--- config.mk ---
export PLATFORM = sky130hd
export DESIGN_NAME = rfphoenix_pma_loader
export DESIGN_NICKNAME = d
export VERILOG_FILES = /design/src/rtl/rfphoenix_pma_loader_pkg.sv /design/src/rtl/rfphoenix_pma_loader_tmo_counter.sv /design/src/rtl/rfphoenix_pma_loader.sv
export SDC_FILE = /design/constraint.sdc
export NUM_CORES = 1
export LEC_CHECK = 0
export BUFFER_PORTS_ARGS = -buffer_cell sky130_fd_sc_hd__buf_4
export CAP_MARGIN = 20
export CORE_UTILIZATION = 45
export DETAILED_ROUTE_END_ITERATION = 7
export HOLD_SLACK_MARGIN = 0.05
export PLACE_DENSITY_LB_ADDON = 0.1
export SLEW_MARGIN = 25
export SYNTH_ARGS = -nofsm -noshare
export SYNTH_HDL_FRONTEND = slang
export SYNTH_SLANG_ARGS = --single-unit
export TNS_END_PERCENT = 20
--- constraint.sdc ---
create_clock -name clk -period 4.3 [get_ports clk]
set_clock_uncertainty 0.05 [all_clocks]
set_input_delay 0.215 -clock clk [delete_from_list [all_inputs] [get_ports clk]]
set_output_delay 0.215 -clock clk [all_outputs]
set_load 0.02 [all_outputs]
--- src/rtl/rfphoenix_pma_loader_pkg.sv ---
// Shared constants, loader state encoding and table-walk helpers for the PMA region loader.
package rfPhoenixMmupkg;

    localparam logic [31:0] PMA_UNLK   = 32'h554E_4C4B;
    localparam logic [31:0] PMA_LOCK   = 32'h4C4F_434B;
    localparam logic [3:0]  PMA_W_LOCK = 4'd14;
    localparam logic [3:0]  PMA_W_LAST = 4'd8;
    // Step 0 is the unlock write, steps 1..9 are words 0..8, step 10 is the image lock word.
    localparam logic [3:0]  STEP_LAST  = 4'd10;

    typedef enum logic [2:0] {
        StIdle,
        StUnlock,
        StFetch,
        StWrite,
        StRdbk,
        StCmp,
        StNext,
        StFin
    } ldr_state_e;

    function automatic logic [3:0] step_word(input logic [3:0] step);
        if (step == 4'd0 || step == STEP_LAST) begin
            return PMA_W_LOCK;
        end
        return step - 4'd1;
    endfunction

    function automatic logic [31:0] cmp_mask(input logic [3:0] word);
        case (word)
            4'd1, 4'd3, 4'd5, 4'd7: return 32'h0000_FFFF;
            PMA_W_LAST:             return 32'h000F_FFFF;
            default:                return 32'hFFFF_FFFF;
        endcase
    endfunction

endpackage

--- src/rtl/rfphoenix_pma_loader_tmo_counter.sv ---
// Memory-ack watchdog: cleared by load, advanced by count, expire flags the TMO-th waiting cycle.
module rfphoenix_pma_tmo_counter #(
    parameter int unsigned TMO = 255
) (
    input  logic clk,
    input  logic rst_n,
    input  logic load,
    input  logic count,
    output logic expire
);

    localparam int unsigned W = $clog2(TMO + 1);

    logic [W-1:0] cnt_q, cnt_d;

    assign expire = (cnt_q == W'(TMO - 1));

    always_comb begin
        cnt_d = cnt_q;
        if (load) begin
            cnt_d = '0;
        end else if (count && !expire) begin
            cnt_d = cnt_q + 1'b1;
        end
    end

    always_ff @(posedge clk or negedge rst_n) begin
        if (!rst_n) begin
            cnt_q <= '0;
        end else begin
            cnt_q <= cnt_d;
        end
    end

endmodule

--- src/rtl/rfphoenix_pma_loader.sv ---
// Walks a memory image table and programs NREG PMA regions (unlock, words 0..8, lock).
// Define RFPHOENIX_PMA_LOADER_VERIFY_EN to read back and compare every register write.
module rfphoenix_pma_loader #(
    parameter int unsigned NREG = 8,
    parameter int unsigned TMO  = 255
) (
    input  logic        clk,
    input  logic        rst_n,
    input  logic        start,
    input  logic [31:0] base_adr,
    output logic        m_req,
    output logic [31:0] m_adr,
    input  logic        m_ack,
    input  logic [31:0] m_dat,
    output logic        rg_wr,
    output logic [6:0]  rg_rwa,
    output logic [31:0] rg_dat,
    input  logic [31:0] rg_rdat,
    output logic        busy,
    output logic        done,
    output logic        err,
    output logic [2:0]  err_region
);

    import rfPhoenixMmupkg::*;

    ldr_state_e  state_q, state_d;
    logic [3:0]  step_q, step_d;
    logic [2:0]  region_q, region_d;
    logic [31:0] base_q, base_d;
    logic        m_req_q, m_req_d;
    logic [31:0] m_adr_q, m_adr_d;
    logic        rg_wr_q, rg_wr_d;
    logic [6:0]  rg_rwa_q, rg_rwa_d;
    logic [31:0] rg_dat_q, rg_dat_d;
    logic        busy_q, busy_d;
    logic        done_q, done_d;
    logic        err_q, err_d;
    logic [2:0]  err_region_q, err_region_d;
    logic        advance;
    logic        mismatch;
    logic        tmo_expire;

    rfphoenix_pma_tmo_counter #(
        .TMO (TMO)
    ) u_tmo (
        .clk    (clk),
        .rst_n  (rst_n),
        .load   ((state_d == StFetch) && (state_q != StFetch)),
        .count  (state_q == StFetch),
        .expire (tmo_expire)
    );

    // rg_dat_q still holds the value just written while the readback is compared.
    assign mismatch = |((rg_rdat ^ rg_dat_q) & cmp_mask(rg_rwa_q[3:0]));

    always_comb begin
        state_d      = state_q;
        step_d       = step_q;
        region_d     = region_q;
        base_d       = base_q;
        m_adr_d      = m_adr_q;
        rg_rwa_d     = rg_rwa_q;
        rg_dat_d     = rg_dat_q;
        err_d        = err_q;
        err_region_d = err_region_q;
        advance      = 1'b0;

        unique case (state_q)
            StIdle: begin
                if (start) begin
                    base_d       = base_adr;
                    region_d     = 3'd0;
                    step_d       = 4'd0;
                    err_d        = 1'b0;
                    err_region_d = 3'd0;
                    rg_rwa_d     = {3'd0, PMA_W_LOCK};
                    rg_dat_d     = PMA_UNLK;
                    state_d      = StUnlock;
                end
            end
            StUnlock, StWrite: begin
`ifdef RFPHOENIX_PMA_LOADER_VERIFY_EN
                state_d = StRdbk;
`else
                advance = 1'b1;
`endif
            end
            StFetch: begin
                if (m_ack) begin
                    rg_dat_d = m_dat;
                    rg_rwa_d = {region_q, step_word(step_q)};
                    state_d  = StWrite;
                end else if (tmo_expire) begin
                    err_d        = 1'b1;
                    err_region_d = region_q;
                    state_d      = StFin;
                end
            end
            StRdbk: begin
                state_d = StCmp;
            end
            StCmp: begin
                if (mismatch) begin
                    err_d        = 1'b1;
                    err_region_d = region_q;
                    state_d      = StFin;
                end else begin
                    advance = 1'b1;
                end
            end
            StNext: begin
                if (region_q == 3'(NREG - 1)) begin
                    state_d = StFin;
                end else begin
                    region_d = region_q + 3'd1;
                    step_d   = 4'd0;
                    rg_rwa_d = {region_d, PMA_W_LOCK};
                    rg_dat_d = PMA_UNLK;
                    state_d  = StUnlock;
                end
            end
            StFin: begin
                state_d = StIdle;
            end
        endcase

        if (advance) begin
            if (step_q == STEP_LAST) begin
                state_d = StNext;
            end else begin
                step_d  = step_q + 4'd1;
                m_adr_d = base_q + {23'd0, region_q, 6'd0} + {26'd0, step_word(step_d), 2'd0};
                state_d = StFetch;
            end
        end

        // All handshake outputs are registered copies of the upcoming state.
        m_req_d = (state_d == StFetch);
        rg_wr_d = (state_d == StUnlock) || (state_d == StWrite);
        busy_d  = (state_d != StIdle);
        done_d  = (state_d == StFin);
    end

    always_ff @(posedge clk or negedge rst_n) begin
        if (!rst_n) begin
            state_q      <= StIdle;
            step_q       <= '0;
            region_q     <= '0;
            base_q       <= '0;
            m_req_q      <= 1'b0;
            m_adr_q      <= '0;
            rg_wr_q      <= 1'b0;
            rg_rwa_q     <= '0;
            rg_dat_q     <= '0;
            busy_q       <= 1'b0;
            done_q       <= 1'b0;
            err_q        <= 1'b0;
            err_region_q <= '0;
        end else begin
            state_q      <= state_d;
            step_q       <= step_d;
            region_q     <= region_d;
            base_q       <= base_d;
            m_req_q      <= m_req_d;
            m_adr_q      <= m_adr_d;
            rg_wr_q      <= rg_wr_d;
            rg_rwa_q     <= rg_rwa_d;
            rg_dat_q     <= rg_dat_d;
            busy_q       <= busy_d;
            done_q       <= done_d;
            err_q        <= err_d;
            err_region_q <= err_region_d;
        end
    end

    assign m_req      = m_req_q;
    assign m_adr      = m_adr_q;
    assign rg_wr      = rg_wr_q;
    assign rg_rwa     = rg_rwa_q;
    assign rg_dat     = rg_dat_q;
    assign busy       = busy_q;
    assign done       = done_q;
    assign err        = err_q;
    assign err_region = err_region_q;

endmodule

=== Word level (Yosys, flattened, before mapping) ===
Cells that the tools add are included.

* Register bits after elaboration: 129
* Bits in latches: 0
* RAM bits: 0
* Bits in read-only memories: 0
* Input port bits: 100
* Output and inout port bits: 79
* Word-level logic and storage cells: 123
* Memories: 0

* Add/subtract/negate cells: 7
* $mul: 0
* Div/mod/pow operators: 0
* Order comparisons: 0
* Eq/ne operators: 27
* Shift operators: 0
* Muxes and demuxes: 50
* Bitwise logic cells: 3
* Reductions and logical operators: 22

{| class="wikitable"
|+ Operators by type and width
! operator !! number
|-
| 32-bit 2-to-1 mux || 3
|-
| 32-bit case mux with 3 select lines || 1
|-
| 32-bit case mux with 2 select lines || 1
|-
| 4-bit 2-to-1 mux || 10
|-
| 3-bit 2-to-1 mux || 12
|-
| 32-bit by 6-bit adder with 32-bit output || 1
|-
| 32-bit by 9-bit adder with 32-bit output || 1
|-
| 32-bit bitwise AND || 1
|-
| 32-bit OR reduction || 1
|-
| 32-bit bitwise XOR || 1
|-
| 7-bit 2-to-1 mux || 3
|-
| 7-bit case mux with 3 select lines || 1
|-
| 3-bit == test, second input constant || 6
|-
| 3-bit case mux with 6 select lines || 1
|-
| 8-bit 2-to-1 mux || 2
|-
| 3-bit by 2-bit == test with 1-bit output, second input constant || 4
|-
| 4-bit == test, second input constant || 3
|-
| 2-bit != test, second input constant || 6
|-
| 1-bit 2-to-1 mux || 11
|-
| 3-bit case mux with 3 select lines || 1
|-
| 3-bit nonzero test || 3
|-
| 8-bit by 1-bit adder with 8-bit output, second input constant || 1
|-
| 4-bit by 3-bit == test with 1-bit output, second input constant || 2
|-
| 8-bit == test, second input constant || 1
|-
| other kinds (24) || 32
|}

=== Longest topological paths before layout ===
Gate-level depths: netlist (run 1).

* Depth after elaboration: 12
* Gate-level depth with buffers: 15
* Gate-level depth less buffers: 14

=== Hierarchy ===
Synthesis (run 1) repeated with hierarchy kept, for this count alone.

* Cell total of the unflattened synthesis: 638
* Area, all modules: 6,822.8 um2

{| class="wikitable"
|+ Modules (own cells, without submodules)
! module !! times used !! cells an instance !! area each (um2) !! seq. area each (um2)
|-
| rfphoenix_pma_loader || 1 || 584 || 6,303.5 || 3,027.9
|-
| rfphoenix_pma_tmo_counter || 1 || 54 || 519.2 || 200.2
|}

=== Least setup slack after synthesis (run 1) ===
OpenSTA, ideal clock, no wires.

* Path kind: reg2reg
* Start: reg step_q[0]
* End: reg m_adr_q[20], in the netlist m_adr[20]
* Library setup time: 0.128 ns
* Data arrival time: 2.898 ns
* Data required time: 4.122 ns
* Slack: 1.225 ns
* Stages on the path, launching flop included: 16
* Path buffers: 1
* Period minus slack after synthesis: 3.075 ns
* Path through: dfrtp_1 nand3_1 xor2_1 nor2_1 nor2_1 a31oi_1 and2_1 ha_1 fa_1 a211oi_1 nor2_1 o21a_1 clkbuf_1 nand4_1 xnor2_1 mux2_1

* Longest elaborated chain between the ends: 10
* Elaborated cells between the ends (all ways): 15
* Classes of those cells: add/sub (3); eq/ne (2); mux (6); bitwise (1); reduce/logical (3)

{| class="wikitable"
|+ RTL lines
! element !! line !! source
|-
| start, declared || rfphoenix_pma_loader.sv:28 || <nowiki>logic [3:0] step_q, step_d;</nowiki>
|-
| start signal, assigned || rfphoenix_pma_loader.sv:162 || <nowiki>step_q <= step_d;</nowiki>
|-
| 4-bit by 1-bit adder with 4-bit output || rfphoenix_pma_loader.sv:132 || <nowiki>step_d = step_q + 4'd1;</nowiki>
|-
| 4-bit == test / 4-bit logical NOT (equally long branches) || rfphoenix_pma_loader_pkg.sv:23 || <nowiki>if (step == 4'd0 || step == STEP_LAST) begin</nowiki>
|-
| 1-bit logical OR || rfphoenix_pma_loader_pkg.sv:23 ||
|-
| 1-bit 2-to-1 mux || rfphoenix_pma_loader_pkg.sv:23 ||
|-
| 1-bit 2-to-1 mux || rfphoenix_pma_loader.sv:129 || <nowiki>if (step_q == STEP_LAST) begin</nowiki>
|-
| 1-bit 2-to-1 mux || rfphoenix_pma_loader.sv:128 || <nowiki>if (advance) begin</nowiki>
|-
| 4-bit 2-to-1 mux || rfphoenix_pma_loader_pkg.sv:26 || <nowiki>return step - 4'd1;</nowiki>
|-
| 4-bit 2-to-1 mux || rfphoenix_pma_loader.sv:129 ||
|-
| 4-bit 2-to-1 mux || rfphoenix_pma_loader.sv:128 ||
|-
| 32-bit by 6-bit adder with 32-bit output || rfphoenix_pma_loader.sv:133 || <nowiki>m_adr_d = base_q + {23'd0, region_q, 6'd0} + {26'd0, step_word(step_d), 2'd0};</nowiki>
|-
| end signal, assigned || rfphoenix_pma_loader.sv:166 || <nowiki>m_adr_q <= m_adr_d;</nowiki>
|-
| end, declared || rfphoenix_pma_loader.sv:32 || <nowiki>logic [31:0] m_adr_q, m_adr_d;</nowiki>
|}

Several ways; a longest one is shown, not always the timed one. The select of a mux whose other input is x is not followed.
A chain may end at the register's enable or synchronous reset.

=== Final worst setup path (run 1) ===
* Start: reg step_q[2]
* End: reg m_adr_q[20], in the netlist m_adr[20]

Same word-level chain as after synthesis.

==> results.sh, run 1 <==
export IMPL_top_achievable_clock_speed_mhz=282
export IMPL_cts_resized_gates=0
export IMPL_avgSynthCellArea_um2=11.6
export IMPL_dr_first_iter_drc_count=241
export IMPL_dp_cells=892
export IMPL_slew_limit_headroom_pct=41.5
export IMPL_clockBufferDepth=2
export IMPL_synth_nets=668
export IMPL_synth_top_cell_by_area="sky130_fd_sc_hd__dfrtp_1"
export IMPL_mappedNetlistArea_mm2=0.00638
export IMPL_synth_edff_count=0
export IMPL_netlist_cell_type_count=53
export IMPL_critPathKind="reg2reg"
export IMPL_tritoncts_num_buffers=17
export IMPL_switching_power_w=0.00254
export IMPL_timing_critical_path_mode_cell="sky130_fd_sc_hd__nor2_1"
export IMPL_worst_ep_arrival_time_ns=3.79
export IMPL_post_drt_via_cell_ratio=5.20
export IMPL_most_used_standard_cells_in_the_synthesized_netlist="129 x sky130_fd_sc_hd__dfrtp_1, 53 x sky130_fd_sc_hd__xnor2_1, 43 x sky130_fd_sc_hd__mux2_2, 43 x sky130_fd_sc_hd__nand2_1, 26 x sky130_fd_sc_hd__nor2_1"
export IMPL_yosysWarnings=0
export IMPL_gpl_final_weighted_congestion=0.784
export IMPL_critPathCaptureType="register"
export IMPL_initial_core_util_pct=46.0
export IMPL_routed_wl_mm=15.9
export IMPL_drtPass1Iterations=4
export IMPL_dominantRegCellSynth="sky130_fd_sc_hd__dfrtp_1"
export IMPL_required_arrival_time_at_the_worst_endpoint_ns=4.54
export IMPL_coreArea_mm2=0.0139
export IMPL_worst_slew_pin_transition_ns=0.871
export IMPL_area_sequential_mm2=0.00323
export IMPL_grt_first_pass_wirelength_mm=25.9
export IMPL_routed_wire_length_per_instance_um=16.0
export IMPL_synth_seq_area_share_pct=50.6
export IMPL_route_antenna_remaining_nets=0
export IMPL_setup_total_negative_slack_ns=0
export IMPL_power_per_cell_area_mw_per_mm2=741
export IMPL_period_minus_slack_ns=3.54
export IMPL_cts_clk_slew_worst_paths_ns=0.05
export IMPL_fin_nets=912
export IMPL_drive_above_1_share_pct=33.0
export IMPL_place_port_buffers=178
export IMPL_min_period_over_period_pct=82.4
export IMPL_remaining_drc_errors=0
export IMPL_synth_top_cell_area_share_pct=50.6
export IMPL_yosys_cell_count_top_type="sky130_fd_sc_hd__dfrtp_1"
export IMPL_post_detailed_placement_half_perimeter_wirelength_mm=11.1
export IMPL_placementRows=43
export IMPL_clk_tree_root_cell="sky130_fd_sc_hd__clkbuf_16"
export IMPL_path_delay_family="simple AND/OR/NAND/NOR gates"
export IMPL_timing_hold_violations_final=0
export IMPL_status="completed"
export IMPL_rsz0062_at_grt="false"
export IMPL_drv_cap=0
export IMPL_ant_diodes=0
export IMPL_p_sw_share_pct=37.4
export IMPL_final_max_slew_viol_count=0
export IMPL_die_x_um=121
export IMPL_cts_sink_count=129
export IMPL_cellInternalPower_w=0.00426
export IMPL_design_die_area_mm2=0.0147
export IMPL_seq_power_share_pct=32.8
export IMPL_netlist_instances=552
export IMPL_grt_max_degree=74
export IMPL_num_vias=5146
export IMPL_post_cts_setup_buffers=0
export IMPL_antenna_found_initial=0
export IMPL_critical_path_startpoint_type="register"
export IMPL_holdBufCountCts=65
export IMPL_regToRegSetupSlack_ns=0.76
export IMPL_crit_slowest_cell="sky130_fd_sc_hd__dfrtp_1"
export IMPL_area_delta_synth_final_pct=44.0
export IMPL_power_frac_clock_pct=23.5
export IMPL_worst_path_max_fanout=13
export IMPL_clk_insertion_delay_late_ns=0.41
export IMPL_design_portCount=179
export IMPL_grt_pass1_vias=5423
export IMPL_setup_viol=0
export IMPL_overflow=0
export IMPL_static_leak_nw=4.10
export IMPL_fillerInstances=1100
export IMPL_max_vdd_ir_drop_v=0.000450
export IMPL_tritoncts="built"
export IMPL_die_height_um=121
export IMPL_cts_htree_levels=4
export IMPL_type_of_the_tightest_min_delay_check="in2async"
export IMPL_postSynth_asyncResetShare_pct=100
export IMPL_power_combinational_fraction_pct=43.7
export IMPL_multi_input_area_mm2=0.00298
export IMPL_path_cells="nand3_1 > xor2_1 > nor2_1 > nor2_1 > a31oi_1 > and2_1 > ha_1 > fa_1 > a211oi_1 > nor2_1 > o21a_1 > nand4_1 > xnor2_1 > mux2_1"
export IMPL_synth_seq_cells=129
export IMPL_critPathBufInv=0
export IMPL_groute_usage_overall_pct=23.0
export IMPL_fin_cells=989
export IMPL_post_synth_main_area_contributors="sky130_fd_sc_hd__dfrtp_1 51%, sky130_fd_sc_hd__mux2_2 7.6%, sky130_fd_sc_hd__xnor2_1 7.3%"
export IMPL_critical_path_max_stage_delay_ns=0.58
[final cells by class]
class / instances / share of cell area [%]
clock buffers: 23 / 5.31
clock inverters: 9 / 1.92
inverters: 17 / 0.694
multi-input cells: 383 / 32.5
flip-flops and latches: 129 / 35.1
well taps: 180 / 2.45
repair buffers: 248 / 22.1
[cell families after synthesis]
kind of cell	count (synthesis)	synth area share [%]
AO/OA/AOI/OAI	93	11.4
XOR/XNOR	65	8.92
adder cells (fa/ha/maj)	16	3.25
flip-flops	129	50.6
AND/OR/NAND/NOR	140	11.1
buffers and inverters	40	2.78
multiplexers	69	12.1
[layer usage]
| metal | routed length (µm) | vias up | GRT usage [%] | part of all wire, % |
|---|---|---|---|---|
| met3 | 628 | 15 | 5.64 | 4.0 |
| met2 | 8260 | 108 | 39.6 | 52 |
| met5 | 0 | - | 0 | 0 |
| met4 | 187 | 0 | 7.10 | 1.2 |
| li1 | - | 2459 | - | - |
| met1 | 6800 | 2564 | 28.2 | 43 |
[final timing paths]
path                                             from                        end  depth (start not counted)
worst max-delay path              step_q[2]$_DFF_PN0_      m_adr[20]$_DFFE_PN0P_                         14
worst min-delay path                            rst_n      rg_dat[9]$_DFFE_PN0P_                          2
worst max register to register    step_q[2]$_DFF_PN0_      m_adr[20]$_DFFE_PN0P_                         14
worst min register to register  rg_rwa[6]$_DFFE_PN0P_      rg_rwa[6]$_DFFE_PN0P_                          2
max in group asynchronous                       rst_n     rg_dat[16]$_DFFE_PN0P_                          3
min in group clk                                start  err_region[1]$_DFFE_PN0P_                          5
[power groups by stage]
stage / Clock, W / Combinational [W] / Sequential, W
after floorplan: 0 / 0.00169 / 0.00246
after global placement: 0 / 0.00284 / 0.00222
after detailed placement: 0 / 0.00293 / 0.00225
after CTS: 0.00164 / 0.00300 / 0.00223
after global routing: 0.00170 / 0.00326 / 0.00231
final: 0.00160 / 0.00298 / 0.00223
[layout by cell type, fill, tap and decap left out, types with 3 or more instances in the layout]
cell type,count
sky130_fd_sc_hd__clkbuf_8,4
sky130_fd_sc_hd__o22a_1,15
sky130_fd_sc_hd__nand2_1,43
sky130_fd_sc_hd__xor2_1,12
sky130_fd_sc_hd__or3_1,4
sky130_fd_sc_hd__nor2_1,26
sky130_fd_sc_hd__o2bb2ai_1,3
sky130_fd_sc_hd__nor3_1,7
sky130_fd_sc_hd__a21oi_1,4
sky130_fd_sc_hd__and3_1,8
sky130_fd_sc_hd__mux2_1,21
sky130_fd_sc_hd__mux2i_1,5
sky130_fd_sc_hd__clkbuf_16,17
sky130_fd_sc_hd__buf_4,182
sky130_fd_sc_hd__nand3_1,17
sky130_fd_sc_hd__a22o_1,17
sky130_fd_sc_hd__a31oi_1,5
sky130_fd_sc_hd__inv_1,16
sky130_fd_sc_hd__and2_1,3
sky130_fd_sc_hd__xnor2_1,53
sky130_fd_sc_hd__nand2b_1,5
sky130_fd_sc_hd__o21ai_0,12
sky130_fd_sc_hd__dfrtp_1,129
sky130_fd_sc_hd__bufinv_16,5
sky130_fd_sc_hd__ha_1,15
sky130_fd_sc_hd__a21o_1,3
sky130_fd_sc_hd__o211ai_1,6
sky130_fd_sc_hd__o31ai_1,7
sky130_fd_sc_hd__nor2b_1,3
sky130_fd_sc_hd__o22ai_1,3
sky130_fd_sc_hd__nand4_1,13
sky130_fd_sc_hd__o21a_1,5
sky130_fd_sc_hd__mux2_2,43
sky130_fd_sc_hd__dlygate4sd3_1,65
[flip-flops by register name, summed over array words and instances, names as in the netlist]
register and flops:
rg_dat 32, state_q 3, u_tmo.cnt_q 8, region_q 3, m_req 1, rg_wr 1, m_adr 32, rg_rwa 7
busy 1, base_q 32, err_region 3, done 1, step_q 4, err 1
[worst reg2reg max path: stages, from the launching register on]
cell and delay [ns]:
sky130_fd_sc_hd__dfrtp_1 0.58, sky130_fd_sc_hd__nand3_1 0.14, sky130_fd_sc_hd__xor2_1 0.26, sky130_fd_sc_hd__nor2_1 0.10, sky130_fd_sc_hd__nor2_1 0.12, sky130_fd_sc_hd__a31oi_1 0.07, sky130_fd_sc_hd__and2_1 0.19, sky130_fd_sc_hd__ha_1 0.22
sky130_fd_sc_hd__fa_1 0.43, sky130_fd_sc_hd__a211oi_1 0.25, sky130_fd_sc_hd__nor2_1 0.13, sky130_fd_sc_hd__o21a_1 0.35, sky130_fd_sc_hd__nand4_1 0.19, sky130_fd_sc_hd__xnor2_1 0.07, sky130_fd_sc_hd__mux2_1 0.28
[per-stage QoR]
step                setup slack (ns)  area (µm²)  util [%]  hold slack (ns)  power (W)
floorplan                       1.22        6380         -           -0.131    0.00415
global placement                1.01        7880      56.7            0.356    0.00506
detailed placement             0.811        7880      56.7            0.368    0.00518
CTS                            0.804        9190      66.2            0.323    0.00687
global route                   0.465        9190      66.2            0.376    0.00726
finish                         0.755        9190      66.2            0.314    0.00681
(Power assumes the default switching activity.)
==> run 2: changes to the inputs <==
ABC_AREA = 1   (was default)
clock period = 3 ns   (was 4.3 ns; I/O delays follow)
==> run 2 against run 1 <==
  * Worst setup slack worse by 0.51 ns
  * Worst hold slack worse by 0.18 ns
  * First-iteration DRC count rose by 20%
  * Area after synthesis is 11% higher
  * Global-route usage rose by 2.5 points
==> results.sh, run 2 <==
export IMPL_place_port_buffers=178
export IMPL_remaining_drc_errors=0
export IMPL_die_x_um=128
export IMPL_clockBufferDepth=2
export IMPL_cts_sink_count=129
export IMPL_area_delta_synth_final_pct=40.6
export IMPL_die_height_um=128
export IMPL_crit_slowest_cell="sky130_fd_sc_hd__dfrtp_1"
export IMPL_critPathKind="reg2reg"
export IMPL_max_vdd_ir_drop_v=0.000601
export IMPL_most_used_standard_cells_in_the_synthesized_netlist="238 x sky130_fd_sc_hd__nand2_1, 129 x sky130_fd_sc_hd__dfrtp_1, 76 x sky130_fd_sc_hd__nor2_1, 74 x sky130_fd_sc_hd__inv_1, 67 x sky130_fd_sc_hd__nand3_1"
export IMPL_synth_mux_area_share_pct=3.81
export IMPL_fin_nets=1215
export IMPL_num_vias=6521
export IMPL_min_period_over_period_pct=91.8
export IMPL_synth_seq_area_share_pct=45.5
export IMPL_final_max_slew_viol_count=0
export IMPL_status="completed"
export IMPL_post_detailed_placement_half_perimeter_wirelength_mm=14.1
export IMPL_synth_seq_cells=129
export IMPL_synth_simple_area_share_pct=26.5
export IMPL_path_cells="inv_2 > ha_4 > nor2_2 > nand2_1 > xnor2_1 > or2_2 > ha_4 > nand2_1 > nor2_2 > nand2_1 > nand2_4 > buf_4 > nand3_1 > xnor2_1 > nand3_1 > nand2_1"
export IMPL_dp_cells=1225
export IMPL_grt_max_degree=78
export IMPL_static_leak_nw=5.05
export IMPL_critical_path_max_stage_delay_ns=0.43
export IMPL_dominantRegCellSynth="sky130_fd_sc_hd__dfrtp_1"
export IMPL_commonest_cells_after_routing_fill_and_taps_aside="237 x sky130_fd_sc_hd__nand2_1, 191 x sky130_fd_sc_hd__buf_4, 129 x sky130_fd_sc_hd__dfrtp_1"
export IMPL_worst_ep_arrival_time_ns=3.06
export IMPL_overflow=0
export IMPL_design_portCount=179
export IMPL_yosysWarnings=0
export IMPL_drtPass1Iterations=5
export IMPL_period_minus_slack_ns=2.76
export IMPL_timing_hold_violations_final=0
export IMPL_setup_viol=0
export IMPL_drive_above_1_share_pct=27.2
export IMPL_netlist_instances=844
export IMPL_dr_first_iter_drc_count=290
export IMPL_post_place_ws_ns=0.0483
export IMPL_area_sequential_mm2=0.00323
export IMPL_synth_nets=960
export IMPL_synth_top_cell_by_area="sky130_fd_sc_hd__dfrtp_1"
export IMPL_rsz0062_at_grt="false"
export IMPL_cts_htree_levels=4
export IMPL_route_antenna_remaining_nets=0
export IMPL_synth_top_cell_area_share_pct=45.5
export IMPL_coreArea_mm2=0.0153
export IMPL_synth_edff_count=0
export IMPL_drv_cap=0
export IMPL_critical_path_startpoint_type="register"
export IMPL_routed_wl_mm=19.6
export IMPL_worst_slack_ns=0.245
export IMPL_required_arrival_time_at_the_worst_endpoint_ns=3.30
export IMPL_placementRows=45
export IMPL_regToRegSetupSlack_ns=0.24
export IMPL_grt_pass1_vias=6480
export IMPL_routed_wire_length_per_instance_um=14.9
export IMPL_synth_compound_gate_area_share_pct=8.76
export IMPL_gpl_final_weighted_congestion=0.865
export IMPL_power_per_cell_area_mw_per_mm2=1020
export IMPL_mostFrequentLayoutCell="sky130_fd_sc_hd__nand2_1"
export IMPL_ant_diodes=0
export IMPL_timing_critical_path_mode_cell="sky130_fd_sc_hd__nand2_1"
export IMPL_yosys_area_share_adder_pct=2.93
export IMPL_groute_usage_overall_pct=25.4
export IMPL_fillerInstances=1334
export IMPL_multi_input_area_mm2=0.00346
export IMPL_tritoncts="built"
export IMPL_post_drt_via_cell_ratio=4.94
export IMPL_post_synth_main_area_contributors="sky130_fd_sc_hd__dfrtp_1 45%, sky130_fd_sc_hd__nand2_1 13%, sky130_fd_sc_hd__nand3_1 4.7%"
export IMPL_worst_path_max_fanout=5
export IMPL_design_die_area_mm2=0.0163
export IMPL_setup_total_negative_slack_ns=0
export IMPL_postSynth_asyncResetShare_pct=100
export IMPL_grt_first_pass_wirelength_mm=31.6
export IMPL_worst_slew_pin_transition_ns=0.742
export IMPL_cts_clk_slew_worst_paths_ns=0.06
export IMPL_mappedNetlistArea_mm2=0.00710
export IMPL_initial_core_util_pct=46.3
export IMPL_antenna_found_initial=0
export IMPL_tritoncts_num_buffers=17
export IMPL_type_of_the_tightest_min_delay_check="in2async"
export IMPL_clk_tree_root_cell="sky130_fd_sc_hd__clkbuf_16"
export IMPL_clk_insertion_delay_late_ns=0.42
export IMPL_netlist_cell_type_count=41
export IMPL_top_achievable_clock_speed_mhz=363
export IMPL_fin_cells=1321
export IMPL_synth_top_family_by_area="simple AND/OR/NAND/NOR gates"
export IMPL_slew_limit_headroom_pct=50.6
export IMPL_yosys_cell_count_top_type="sky130_fd_sc_hd__nand2_1"
export IMPL_critPathCaptureType="register"
export IMPL_synth_xor_area_share_pct=5.55
export IMPL_avgSynthCellArea_um2=8.41
-- run 2: cell count changes after synthesis, moves of 22 or more --
cell                      change
sky130_fd_sc_hd__nand2_1    +195
sky130_fd_sc_hd__inv_1       +58
sky130_fd_sc_hd__mux2_2      -35
sky130_fd_sc_hd__xnor2_1     -22
sky130_fd_sc_hd__nand3_1     +50
sky130_fd_sc_hd__nor2_1      +50
-- run 2: metal layers --
layer / vias up / wire, µm / track usage (%)
li1: 3233 / - / -
met1: 3053 / 8190 / 29.0
met2: 194 / 9910 / 45.9
met3: 41 / 976 / 5.82
met4: 0 / 549 / 10.3
met5: - / 0 / 0
-- run 2: logic make-up (layout without fill, tap and decap cells) --
logic type,after synthesis,after routing
muxes,24,24
buffers and inverters,112,378
and+or+nand+nor,428,428
adders and majority gates,16,16
AOI/OAI and AO/OA,90,90
xor gates and xnor gates,45,45
DFF,129,129
-- run 2: stage by stage --
| stage | area, µm² | utilization, % | hold WS, ns | total power [W] |
|---|---|---|---|---|
| finish | 9980 | 65.2 | 0.137 | 0.0102 |
| global route | 9980 | 65.2 | 0.155 | 0.0109 |
| CTS | 9890 | 64.6 | 0.129 | 0.0101 |
| detailed placement | 8650 | 56.5 | 0.0218 | 0.00794 |
| global placement | 8650 | 56.5 | 0.0200 | 0.00787 |
| floorplan | 7100 | - | -0.196 | 0.00624 |
-- run 2: worst paths after layout --
path	start	end	cells past startpoint
max in group asynchronous	rst_n	m_adr[29]$_DFFE_PN0P_	3
worst min-delay path	rst_n	err_region[1]$_DFFE_PN0P_	2
worst min register to register	m_adr[3]$_DFFE_PN0P_	m_adr[3]$_DFFE_PN0P_	2
worst max register to register	step_q[1]$_DFF_PN0_	m_adr[25]$_DFFE_PN0P_	16
min in group clk	m_ack	done$_DFF_PN0_	4
worst max-delay path	step_q[1]$_DFF_PN0_	m_adr[25]$_DFFE_PN0P_	16
-- run 2: area by class of cell --
class	instances	area share, %
Multi-Input combinational cell	603	34.6
Inverter	91	3.42
Timing Repair Buffer	257	21.1
Sequential cell	129	32.3
Clock inverter	6	1.05
Clock buffer	24	4.83
Tap cell	211	2.65
-- run 2: critical path: cells and delay by family (launching register included) --
family                     cells  cell delay [ns]
xor gates and xnor gates       2             0.32
and+or+nand+nor               10             1.14
buffers and inverters          2             0.25
DFF                            1             0.43
adders and majority gates      2             0.49
-- run 2: timing repair --
action | 4_1_cts | 5_1_grt
setup buffers | 0 | 1
hold buffers | 65 | 0
gates resized for setup | 0 | 19
endpoints found under the setup margin | 0 | 22
hold endpoints to repair | 193 | 0
-- run 2: where the power goes --
group	internal (W)	switching, W
clock network	0.00136	0.000718
registers	0.00250	0.000677
logic	0.00205	0.00286
total	0.00591	0.00425
==> run 3: changes to the inputs <==
PLACE_DENSITY = 0.82   (was default)
PLACE_DENSITY_LB_ADDON = default   (was 0.1)
==> run 3 against run 2 <==
  * Sequential power is 2% higher
  * Critical path depth stayed put
  * Die area stayed put
  * First-iteration DRC count is 19% higher
==> results.sh, run 3 (synthesis gave the netlist of run 2 again) <==
export IMPL_status="completed"
export IMPL_timing_critical_path_mode_cell="sky130_fd_sc_hd__nand2_1"
export IMPL_clockBufferDepth=2
export IMPL_post_drt_via_cell_ratio=5.09
export IMPL_area_delta_synth_final_pct=40.4
export IMPL_critical_path_max_stage_delay_ns=0.40
export IMPL_mostFrequentLayoutCell="sky130_fd_sc_hd__nand2_1"
export IMPL_routed_wire_length_per_instance_um=15.5
export IMPL_final_max_slew_viol_count=0
export IMPL_grt_pass1_vias=6830
export IMPL_worstReg2RegStart="step_q[0]$_DFF_PN0_"
export IMPL_worst_slack_ns=0.152
export IMPL_drtPass1Iterations=5
export IMPL_gpl_final_weighted_congestion=0.982
export IMPL_critPathBufInv=2
export IMPL_placementRows=45
export IMPL_antenna_found_initial=0
export IMPL_fin_nets=1216
export IMPL_tritoncts_num_buffers=17
export IMPL_commonest_cells_after_routing_fill_and_taps_aside="238 x sky130_fd_sc_hd__nand2_1, 192 x sky130_fd_sc_hd__buf_4, 129 x sky130_fd_sc_hd__dfrtp_1"
export IMPL_worst_ep_arrival_time_ns=3.08
export IMPL_critPathCaptureType="register"
export IMPL_final_hold_worst_slack_ns=0.141
export IMPL_post_place_ws_ns=0.0874
export IMPL_design_die_area_mm2=0.0163
export IMPL_die_x_um=128
export IMPL_cts_sink_count=129
export IMPL_top_achievable_clock_speed_mhz=351
export IMPL_critical_path_startpoint_type="register"
export IMPL_drv_cap=0
export IMPL_hold_depth=5
export IMPL_regToRegSetupSlack_ns=0.15
export IMPL_routed_wl_mm=20.5
export IMPL_tritoncts="built"
export IMPL_timing_hold_violations_final=0
export IMPL_grt_max_degree=62
export IMPL_cts_htree_levels=4
export IMPL_hold_path_endpoint="busy$_DFF_PN0_"
export IMPL_required_arrival_time_at_the_worst_endpoint_ns=3.23
export IMPL_design_portCount=179
export IMPL_route_antenna_remaining_nets=0
export IMPL_initial_core_util_pct=46.3
export IMPL_path_delay_family="simple AND/OR/NAND/NOR gates"
export IMPL_worst_path_max_fanout=4
export IMPL_timing_reg2reg_worst_path_depth=16
export IMPL_max_vdd_ir_drop_v=0.000519
export IMPL_type_of_the_tightest_min_delay_check="in2reg"
export IMPL_die_height_um=128
export IMPL_path_cells="buf_4 > nand3_1 > xor2_2 > buf_4 > xnor2_1 > or2_2 > ha_4 > nand2_1 > nor2_2 > nand2_1 > nand2_2 > nand2_2 > nor2_4 > nand2_1 > xor2_1 > o21ai_2"
export IMPL_min_period_over_period_pct=94.9
export IMPL_overflow=0
export IMPL_worst_slew_pin_transition_ns=0.810
export IMPL_critPathKind="reg2reg"
export IMPL_groute_usage_overall_pct=25.9
export IMPL_num_vias=6740
export IMPL_dr_first_iter_drc_count=346
export IMPL_slew_limit_headroom_pct=46.0
export IMPL_crit_slowest_cell="sky130_fd_sc_hd__dfrtp_1"
export IMPL_remaining_drc_errors=0
export IMPL_coreArea_mm2=0.0153
export IMPL_static_leak_nw=5.03
export IMPL_grt_first_pass_wirelength_mm=32.8
export IMPL_ant_diodes=0
export IMPL_clk_insertion_delay_late_ns=0.41
export IMPL_cts_clk_slew_worst_paths_ns=0.06
export IMPL_clk_tree_root_cell="sky130_fd_sc_hd__clkbuf_16"
export IMPL_period_minus_slack_ns=2.85
export IMPL_drive_above_1_share_pct=27.4
export IMPL_power_per_cell_area_mw_per_mm2=1020
export IMPL_place_port_buffers=178
export IMPL_post_detailed_placement_half_perimeter_wirelength_mm=13.9
export IMPL_worst_hold_start="start"
export IMPL_setup_viol=0
export IMPL_regToRegEndpoint="m_adr[31]$_DFFE_PN0P_"
export IMPL_fillerInstances=1194
run 3: cell count changes in the layout (fill, tap and decap cells not counted), moves of 2 or more:
cell,change
sky130_fd_sc_hd__nand2_4,-2
sky130_fd_sc_hd__clkinv_2,+3
sky130_fd_sc_hd__clkbuf_8,-2
sky130_fd_sc_hd__clkinvlp_4,+2
run 3: layout make-up:
type	count	area (µm²)	area share, %
Timing Repair Buffer	258	2110	21.2
Clock inverter	11	114	1.14
Clock buffer	21	450	4.52
Sequential cell	129	3230	32.4
Multi-Input combinational cell	603	3450	34.6
Tap cell	211	264	2.65
Inverter	91	342	3.43
run 3: worst min-delay path: stages:
cell	delay, ns
sky130_fd_sc_hd__buf_4	0.10
sky130_fd_sc_hd__nand2_1	0.08
sky130_fd_sc_hd__nand2_1	0.07
sky130_fd_sc_hd__nor2_1	0.06
sky130_fd_sc_hd__nand4_1	0.09
run 3: per-stage QoR:
stage	setup TNS (ns)	instance area (µm²)	power, W	utilization, %	instances
final	0	9960	0.0102	65.0	1324
after global routing	-0.211	9960	0.0108	65.0	1324
after CTS	0	9860	0.0100	64.4	1321
after detailed placement	0	8650	0.00791	56.5	1224
after global placement	0	8650	0.00778	56.5	1224
after floorplan	0	7100	0.00624	-	844
run 3: routing by layer:
metal	up-vias	wire length, µm	part of all wire, %	global-route usage [%]
li1	3231	-	-	-
met1	3219	8370	41	29.7
met2	247	10400	51	46.4
met3	43	1230	6.0	6.24
met4	0	518	2.5	10.4
met5	-	0	0	0
run 3: how the worst max path moves through the flow:
stage | cells past startpoint | start | slack [ns] | end
finish | 16 | step_q[0]$_DFF_PN0_ | 0.15 | m_adr[31]$_DFFE_PN0P_
global route | 18 | step_q[0]$_DFF_PN0_ | -0.07 | m_adr[18]$_DFFE_PN0P_
CTS | 15 | step_q[1]$_DFF_PN0_ | 0.07 | m_adr[30]$_DFFE_PN0P_
detailed placement | 14 | step_q[0]$_DFF_PN0_ | 0.09 | m_adr[16]$_DFFE_PN0P_
global placement | 14 | step_q[0]$_DFF_PN0_ | 0.15 | m_adr[16]$_DFFE_PN0P_
floorplan | 18 | step_q[0]$_DFF_PN0_ | 0.13 | m_adr[29]$_DFFE_PN0P_
run 3: power breakdown:
part	internal (W)	switching (W)
Clock	0.00124	0.000751
Sequential	0.00250	0.000723
Combinational	0.00205	0.00291
run 3: repair_timing:
action                                  CTS  global route
resized for setup                         0            15
setup buffers                             0             3
hold buffers                             65             0
endpoints found under the hold margin   123             0
endpoints found under the setup margin    0            24
